[config.mk]
export PLATFORM = sky130hd
export DESIGN_NAME = cpu_run_controller_flat
export DESIGN_NICKNAME = d
export VERILOG_FILES = /design/src/rtl/runctl_pkg.sv /design/src/rtl/runctl_ld_if.sv /design/src/rtl/runctl_halt_det.sv /design/src/rtl/cpu_run_controller.sv /design/src/flat_wrapper.sv
export SDC_FILE = /design/constraint.sdc
export NUM_CORES = 1
export LEC_CHECK = 0
export ABC_AREA = 0
export BUFFER_PORTS_ARGS = -buffer_cell sky130_fd_sc_hd__buf_2
export CORE_AREA = 4 4 60 117
export CTS_BUF_LIST = sky130_fd_sc_hd__clkbuf_4
export DETAILED_ROUTE_END_ITERATION = 8
export DIE_AREA = 0 0 64 121
export PLACE_DENSITY_LB_ADDON = 0.05
export SYNTH_ARGS = -nofsm -noshare
export SYNTH_HDL_FRONTEND = slang
export SYNTH_SLANG_ARGS = --single-unit
[constraint.sdc]
create_clock -name clk -period 2.3 [get_ports clk]
set_clock_uncertainty 0.1 [all_clocks]
set_input_delay 0.345 -clock clk [delete_from_list [all_inputs] [get_ports clk]]
set_output_delay 0.345 -clock clk [all_outputs]
set_load 0.01 [all_outputs]
[src/rtl/runctl_pkg.sv]
// Shared encodings for the CPU run controller: FSM state codes and load-target codes.
package runctl_pkg;

    localparam logic [1:0] ST_LOAD = 2'd0;
    localparam logic [1:0] ST_RUN  = 2'd1;
    localparam logic [1:0] ST_DONE = 2'd2;

    typedef enum logic [1:0] {
        S_LOAD = ST_LOAD,
        S_RUN  = ST_RUN,
        S_DONE = ST_DONE
    } state_t;

    localparam logic TGT_IMEM = 1'b0;
    localparam logic TGT_DMEM = 1'b1;

endpackage

[src/rtl/runctl_ld_if.sv]
// Image-load handshake between a loader (master) and the run controller (slave).
interface runctl_ld_if #(
    parameter int ADDR_W = 10,
    parameter int DATA_W = 32
);
    logic              ld_valid;
    logic              ld_ready;
    logic              ld_target;
    logic [ADDR_W-1:0] ld_addr;
    logic [DATA_W-1:0] ld_data;
    logic              ld_last;

    modport master (
        output ld_valid, ld_target, ld_addr, ld_data, ld_last,
        input  ld_ready
    );

    modport slave (
        input  ld_valid, ld_target, ld_addr, ld_data, ld_last,
        output ld_ready
    );
endinterface

[src/rtl/runctl_halt_det.sv]
// PC-repeat halt detector: flags the cycle in which the PC has matched its previous
// value for HALT_REPEAT consecutive run cycles (the `j .` end-of-program idiom).
module runctl_halt_det #(
    parameter int DATA_W      = 32,
    parameter int HALT_REPEAT = 4
) (
    input  logic              clk,
    input  logic              rst_n,
    input  logic              run,
    input  logic [DATA_W-1:0] pc,
    output logic              halt
);
    localparam int CNT_W = $clog2(HALT_REPEAT + 1);

    logic [DATA_W-1:0] prev_pc;
    logic              prev_valid;
    logic [CNT_W-1:0]  rep_cnt;
    logic              same_pc;

    assign same_pc = run && prev_valid && (pc == prev_pc);
    assign halt    = same_pc && (rep_cnt == CNT_W'(HALT_REPEAT - 1));

    always_ff @(posedge clk or negedge rst_n) begin
        if (!rst_n) begin
            prev_pc    <= '0;
            prev_valid <= 1'b0;
            rep_cnt    <= '0;
        end else if (!run) begin
            prev_valid <= 1'b0;
            rep_cnt    <= '0;
        end else begin
            prev_pc    <= pc;
            prev_valid <= 1'b1;
            if (!same_pc)
                rep_cnt <= '0;
            else if (!halt)
                rep_cnt <= rep_cnt + 1'b1;
        end
    end
endmodule

[src/rtl/cpu_run_controller.sv]
// Loads IMEM/DMEM images with the CPU held in reset, then runs it for a bounded budget.
// Define RUNCTL_HALT_DETECT_EN to also end the run on a repeating PC (timeout = 0).
module cpu_run_controller
    import runctl_pkg::*;
#(
    parameter int DATA_W      = 32,
    parameter int ADDR_W      = 10,
    parameter int CYCLE_W     = 16,
    parameter int MAX_CYCLES  = 100,
    parameter int HALT_REPEAT = 4
) (
    input  logic               clk,
    input  logic               rst_n,
    runctl_ld_if.slave         ld,
    output logic               imem_we,
    output logic               dmem_we,
    output logic [ADDR_W-1:0]  mem_addr,
    output logic [DATA_W-1:0]  mem_wdata,
    output logic               cpu_rst_n,
    input  logic [DATA_W-1:0]  cpu_pc,
    output logic               busy,
    output logic               done,
    output logic               timeout,
    output logic [CYCLE_W-1:0] cycles
);
    state_t state, state_nx;
    logic   in_run;
    logic   ld_fire;
    logic   budget_hit;
    logic   halt;

    assign in_run      = (state == S_RUN);
    assign ld.ld_ready = !in_run;
    assign ld_fire     = ld.ld_valid && ld.ld_ready;
    assign budget_hit  = in_run && (cycles == CYCLE_W'(MAX_CYCLES - 1));
    assign busy        = (state != S_DONE);
    assign done        = (state == S_DONE);

`ifdef RUNCTL_HALT_DETECT_EN
    runctl_halt_det #(
        .DATA_W      (DATA_W),
        .HALT_REPEAT (HALT_REPEAT)
    ) u_halt_det (
        .clk   (clk),
        .rst_n (rst_n),
        .run   (in_run),
        .pc    (cpu_pc),
        .halt  (halt)
    );
`else
    logic unused_pc;
    assign unused_pc = ^cpu_pc;
    assign halt      = 1'b0;
`endif

    // NOTE: sequential state uses non-blocking assignments so every register samples pre-edge values.
    always_ff @(posedge clk or negedge rst_n) begin
        if (!rst_n)
            state <= S_LOAD;
        else
            state <= state_nx;
    end

    // NOTE: next state gets its default first, so no path through the case can infer a latch.
    always_comb begin
        state_nx = state;
        unique case (state)
            S_LOAD:  if (ld_fire && ld.ld_last) state_nx = S_RUN;
            S_RUN:   if (halt || budget_hit)    state_nx = S_DONE;
            S_DONE:  if (ld_fire)               state_nx = ld.ld_last ? S_RUN : S_LOAD;
            default: state_nx = S_LOAD;
        endcase
    end

    // NOTE: every datapath register has a reset value; there is no storage array here to exempt.
    always_ff @(posedge clk or negedge rst_n) begin
        if (!rst_n) begin
            imem_we   <= 1'b0;
            dmem_we   <= 1'b0;
            mem_addr  <= '0;
            mem_wdata <= '0;
            cpu_rst_n <= 1'b0;
            timeout   <= 1'b0;
            cycles    <= '0;
        end else begin
            imem_we   <= ld_fire && (ld.ld_target == TGT_IMEM);
            dmem_we   <= ld_fire && (ld.ld_target == TGT_DMEM);
            cpu_rst_n <= (state_nx == S_RUN);
            if (ld_fire) begin
                mem_addr  <= ld.ld_addr;
                mem_wdata <= ld.ld_data;
            end
            if (in_run) begin
                if (cycles != '1)
                    cycles <= cycles + 1'b1;
                // Halt has priority over the budget when both land in the same cycle.
                if (state_nx == S_DONE)
                    timeout <= !halt;
            end else if (ld_fire) begin
                cycles  <= '0;
                timeout <= 1'b0;
            end
        end
    end
endmodule

[src/flat_wrapper.sv]
// flat-port wrapper written by rule: the top's interface ports become plain ports
module cpu_run_controller_flat import runctl_pkg::*;
#(
    parameter int DATA_W      = 32,
    parameter int ADDR_W      = 10,
    parameter int CYCLE_W     = 16,
    parameter int MAX_CYCLES  = 100,
    parameter int HALT_REPEAT = 4
)
  (clk, rst_n, imem_we, dmem_we, mem_addr, mem_wdata, cpu_rst_n, cpu_pc, busy, done, timeout, cycles, ld_ld_valid, ld_ld_target, ld_ld_addr, ld_ld_data, ld_ld_last, ld_ld_ready);
  runctl_ld_if #(.ADDR_W(ADDR_W), .DATA_W(DATA_W)) ld_i ();
  input  logic clk;
  input  logic rst_n;
  output logic imem_we;
  output logic dmem_we;
  output logic [ADDR_W-1:0] mem_addr;
  output logic [DATA_W-1:0] mem_wdata;
  output logic cpu_rst_n;
  input  logic [DATA_W-1:0] cpu_pc;
  output logic busy;
  output logic done;
  output logic timeout;
  output logic [CYCLE_W-1:0] cycles;
  input wire logic [$bits(ld_i.ld_valid)-1:0] ld_ld_valid;
  input wire logic [$bits(ld_i.ld_target)-1:0] ld_ld_target;
  input wire logic [$bits(ld_i.ld_addr)-1:0] ld_ld_addr;
  input wire logic [$bits(ld_i.ld_data)-1:0] ld_ld_data;
  input wire logic [$bits(ld_i.ld_last)-1:0] ld_ld_last;
  output wire logic [$bits(ld_i.ld_ready)-1:0] ld_ld_ready;
  assign ld_i.ld_valid = ld_ld_valid;
  assign ld_i.ld_target = ld_ld_target;
  assign ld_i.ld_addr = ld_ld_addr;
  assign ld_i.ld_data = ld_ld_data;
  assign ld_i.ld_last = ld_ld_last;
  assign ld_ld_ready = ld_i.ld_ready;
  cpu_run_controller #(.DATA_W(DATA_W), .ADDR_W(ADDR_W), .CYCLE_W(CYCLE_W), .MAX_CYCLES(MAX_CYCLES), .HALT_REPEAT(HALT_REPEAT)) u_core (.clk(clk), .rst_n(rst_n), .ld(ld_i), .imem_we(imem_we), .dmem_we(dmem_we), .mem_addr(mem_addr), .mem_wdata(mem_wdata), .cpu_rst_n(cpu_rst_n), .cpu_pc(cpu_pc), .busy(busy), .done(done), .timeout(timeout), .cycles(cycles));
endmodule
Word level (Yosys, flattened, before mapping):

Cells that the tools add are included.

* bitwise operators: 1
* multiplexer cells: 11
* add/sub/neg operators: 1
* eq/ne operators: 9
* reductions and logical operators: 10

Operator list (number)
* 16-bit two-way mux: 3
* 16-bit by 1-bit adder with 16-bit output (second input constant): 1
* 16-bit by 7-bit equality test with 1-bit output (second input constant): 1
* 16-bit inequality test (second input constant): 1
* 2-bit two-way mux: 3
* 2-bit inequality test (second input constant): 3
* 2-bit case mux with 3 select lines: 1
* 1-bit logical AND: 5
* 2-bit by 1-bit equality test with 1-bit output (second input constant): 2
* 2-bit equality test (second input constant): 2
* 1-bit two-way mux: 4
* 2-bit AND reduction: 2
* 2-bit zero test: 1
* 2-bit nonzero test: 1
* 1-bit zero test: 1
* 1-bit inverter: 1

* output and inout port bits: 65
* register bits after elaboration: 64
* input port bits: 79
* logic and storage cells: 40

Logic depth before layout (Yosys ltp):

* depth in word-level cells: 9
* mapped depth: 6

Worst setup path after synthesis:

Ideal clock, no wire load.

* path kind: register to register
* from: register u_core.cycles[0]
* to: register u_core.cycles[5]
* arrival: 1.816 ns
* period minus slack after synthesis: 2.040 ns
* cell stages (with the launch flop): 7
* required time: 2.076 ns
* setup slack: 0.260 ns
* library setup time: 0.124 ns
* path through: dfrtp_1 -> ha_1 -> nand4_4 -> o41a_1 -> buf_6 -> and3_1 -> a211o_1

* longest elaborated chain between the ends: 3
* elaborated cells on any way between the ends: 6

RTL lines
* from (decl): line cpu_run_controller.sv:24 `output logic [CYCLE_W-1:0] cycles`
* from (signal assigned): line cpu_run_controller.sv:95 `cycles <= cycles + 1'b1;`
* 16-bit by 1-bit adder with 16-bit output or 16-bit inequality test (tied branches): line cpu_run_controller.sv:95, cpu_run_controller.sv:94
* 16-bit two-way mux or 2-bit inequality test (tied branches)
* 16-bit two-way mux or 2-bit AND reduction (tied branches)

Several ways; a longest one is shown, not always the timed one. The select of a mux whose other input is x is not followed.
A chain may end at the register's enable or synchronous reset.

Worst setup path in the final report:

* from: register u_core.cycles[1]
* to: register u_core.cycles[14]

The elaborated chain is that of the path after synthesis.

==> impl_metrics.toml <==
[floorplan]
dieArea_mm2 = 0.00774
core_area_mm2 = 0.00621
fp.dieW_um = 64
design.portCount = 144
die_h_um = 121
rows = 41
initial_core_util_pct = 45.0

[sta]
drv_slew = 0
post-route-period-util_pct = 94.3
relSlewSlack_pct = 74.9
hold_violations = 0
finalSetupViolCount = 0
tightest_slew_ps = 373
rsz0062_at_grt = "false"
finalSetupTns_ps = 0
max_freq_mhz = 461
fin_crit_ps = 2170

[detailed_routing]
routed_wl_mm = 6.37
ant_nets = 0
wire_per_inst_um = 14.8
drtIter0Drc = 62
avgViaCountPerCell = 5.06
vias = 2172
first_pass_iters = 4
drc_errors = 0

[synthesis]
yosysUniqueCellTypes = 44
synthesis.nets = 291
synth_edf_count = 0
synth_area_leader_cell = "dfrtp_1"
synthCells = 211
synth_area_leaders = "dfrtp_1 (57%), mux2_2 (17%), nand3_1 (2.2%)"
synth-seq-area-share_pct = 57.3
synth_top_area_share_pct = 57.3
syn_area_mm2 = 0.00279
yosys_warnings = 0
async_flop_share_pct = 100
synth-seq-cells = 64
avgSynthCellArea_um2 = 13.2
synth_ff_type = "dfrtp_1"

[setup_path]
cp_max_fo = 5
worstPathRequired_ps = 2520
critPathTopFamily = "simple AND/OR/NAND/NOR gates"
crit_type = "flop to flop"
cp_num_cells = 6
worstPathArrival_ps = 2390
cpMaxStageDelayCell = "or4_1"
worstRegToRegCells = 6
endpoint_kind = "flop"
reg2reg_slack_ps = 130
path_cells = "ha_1, nand4_4, buf_4, or4_1, or3_1, o21ai_0"
worstSetupStartpointType = "flop"
max_stage_delay_ps = 540
critPathBufInv = 1

[clock_tree]
cts_setup_buffers = 0
clock_sinks = 64
htreeDepth = 3
clock_path_buffers = 2
clkTransAtPathRegs_ps = 100
cts_buffers = 9
cts_tree = "done"
worst_skew_pair.late_latency_ps = 410
cts_root_buf = "clkbuf_4"

[cells_and_area]
fillCellCount = 577
finish.net_count = 419
utilization_pct = 59.7
diodes = 0
syn2layout_area_growth_pct = 32.8
drive_gt1_share_pct = 56.3
final_cell_mix = "buf_2 (111), dfrtp_1 (64), mux2_2 (42)"
final_common_cell = "buf_2"
seqCellArea_mm2 = 0.00160
stdcell_count = 429
multi_input_area_mm2 = 0.00111

[power_and_ir_drop]
finalPower_mw = 4.45
peakVddDrop_mv = 0.706
p_leak_nw = 1.86
powerDensity_mw_per_mm2 = 1200

[job]
cap_violations = 0

[global_route]
grtUsageTotal_pct = 17.7
grt_pass1_vias = 2170
grt_overflow = 0
grt_max_degree = 54
antenna_found_initial = 0
grt_pass1_wl_mm = 10.6

[placement]
port_buffers = 111
hpwl_mm = 4.69
gp_congestion = 0.734
place_inst = 412

[min_path]
worstHoldPathCells = 2
hold_class = "input pin to flop"

[run_status]
status = "finished, final reports clean"
## flip-flops by register name, indices dropped and copies added, names as in the netlist
name              cells
u_core.timeout        1
u_core.state          2
u_core.dmem_we        1
u_core.cycles        16
u_core.imem_we        1
u_core.mem_wdata     32
u_core.mem_addr      10
u_core.cpu_rst_n      1
## final timing paths
check,from,endpoint
max,u_core.cycles[1],u_core.cycles[14]
min,ld_ld_data[27],u_core.mem_wdata[27]
max reg2reg,u_core.cycles[1],u_core.cycles[14]
min reg2reg,u_core.timeout,u_core.timeout
max in group asynchronous,rst_n,u_core.mem_wdata[26]
min in group asynchronous,rst_n,u_core.cycles[5]
## synthesized netlist by cell type (2+ instances only)
library cell	count
a211o_1	5
mux2_2	42
o21ai_0	6
or2_2	3
or4_1	2
xnor2_1	2
inv_1	4
nand4_1	3
o22ai_1	2
dfrtp_1	64
nand2_1	12
or3_1	2
buf_2	3
buf_4	4
buf_6	2
nand3_1	12
nor3_1	6
nor4_1	5
and3_1	6
mux2i_1	2
## metrics by stage
| step | setup slack [ps] | hold WS, ps | cell area, um^2 |
|---|---|---|---|
| detailed placement | 149 | 161 | 3510 |
| global placement | 179 | 148 | 3510 |
| floorplan | 260 | -50.6 | 2790 |
| global route | 8.27 | 28.0 | 3710 |
| CTS | 114 | 31.2 | 3710 |
| finish | 131 | 63.6 | 3710 |
## where the power goes
| part | leakage (nW) | switching (mW) | internal, mW |
|---|---|---|---|
| sequential | 0.777 | 0.238 | 1.57 |
| clock | 0.0857 | 0.389 | 0.540 |
| combinational | 1.00 | 0.835 | 0.872 |
| total | 1.86 | 1.46 | 2.99 |
## metal layers
metal | up-vias | part of all wire [%] | global-route usage [%]
met4 | 0 | 1.8 | 8.12
met1 | 1052 | 41 | 22.5
met2 | 75 | 49 | 27.3
li1 | 1036 | - | -
met3 | 9 | 7.8 | 5.65
met5 | - | 0 | 0
## cell families after synthesis
logic type                 Yosys count  share of synthesized area, %
AOI/OAI and AO/OA                   23                          7.21
and+or+nand+nor                     63                          13.6
adders and majority gates            1                         0.448
buffers and inverters               14                          3.09
xor gates and xnor gates             2                         0.627
DFF                                 64                          57.3
muxes                               44                          17.7
## layout make-up
class | instances | share of cell area (%)
Clock buffer | 9 | 1.82
Clock inverter | 6 | 2.94
Inverter | 5 | 0.506
Multi-Input combinational cell | 133 | 29.8
Sequential cell | 64 | 43.2
Tap cell | 86 | 2.90
Timing Repair Buffer | 126 | 18.8
## repair_timing
item                                    4_1_cts  5_1_grt
endpoints found under the setup margin        0        3
gates resized for setup                       0        1
hold buffers                                  2        0
hold endpoints to repair                     12        0
## worst register-to-register path, stage by stage, from the launching register on
cell and delay [ps]:
dfrtp_1 430, ha_1 260, nand4_4 170, buf_4 190
or4_1 540, or3_1 310, o21ai_0 80
(Power assumes the default switching activity.)
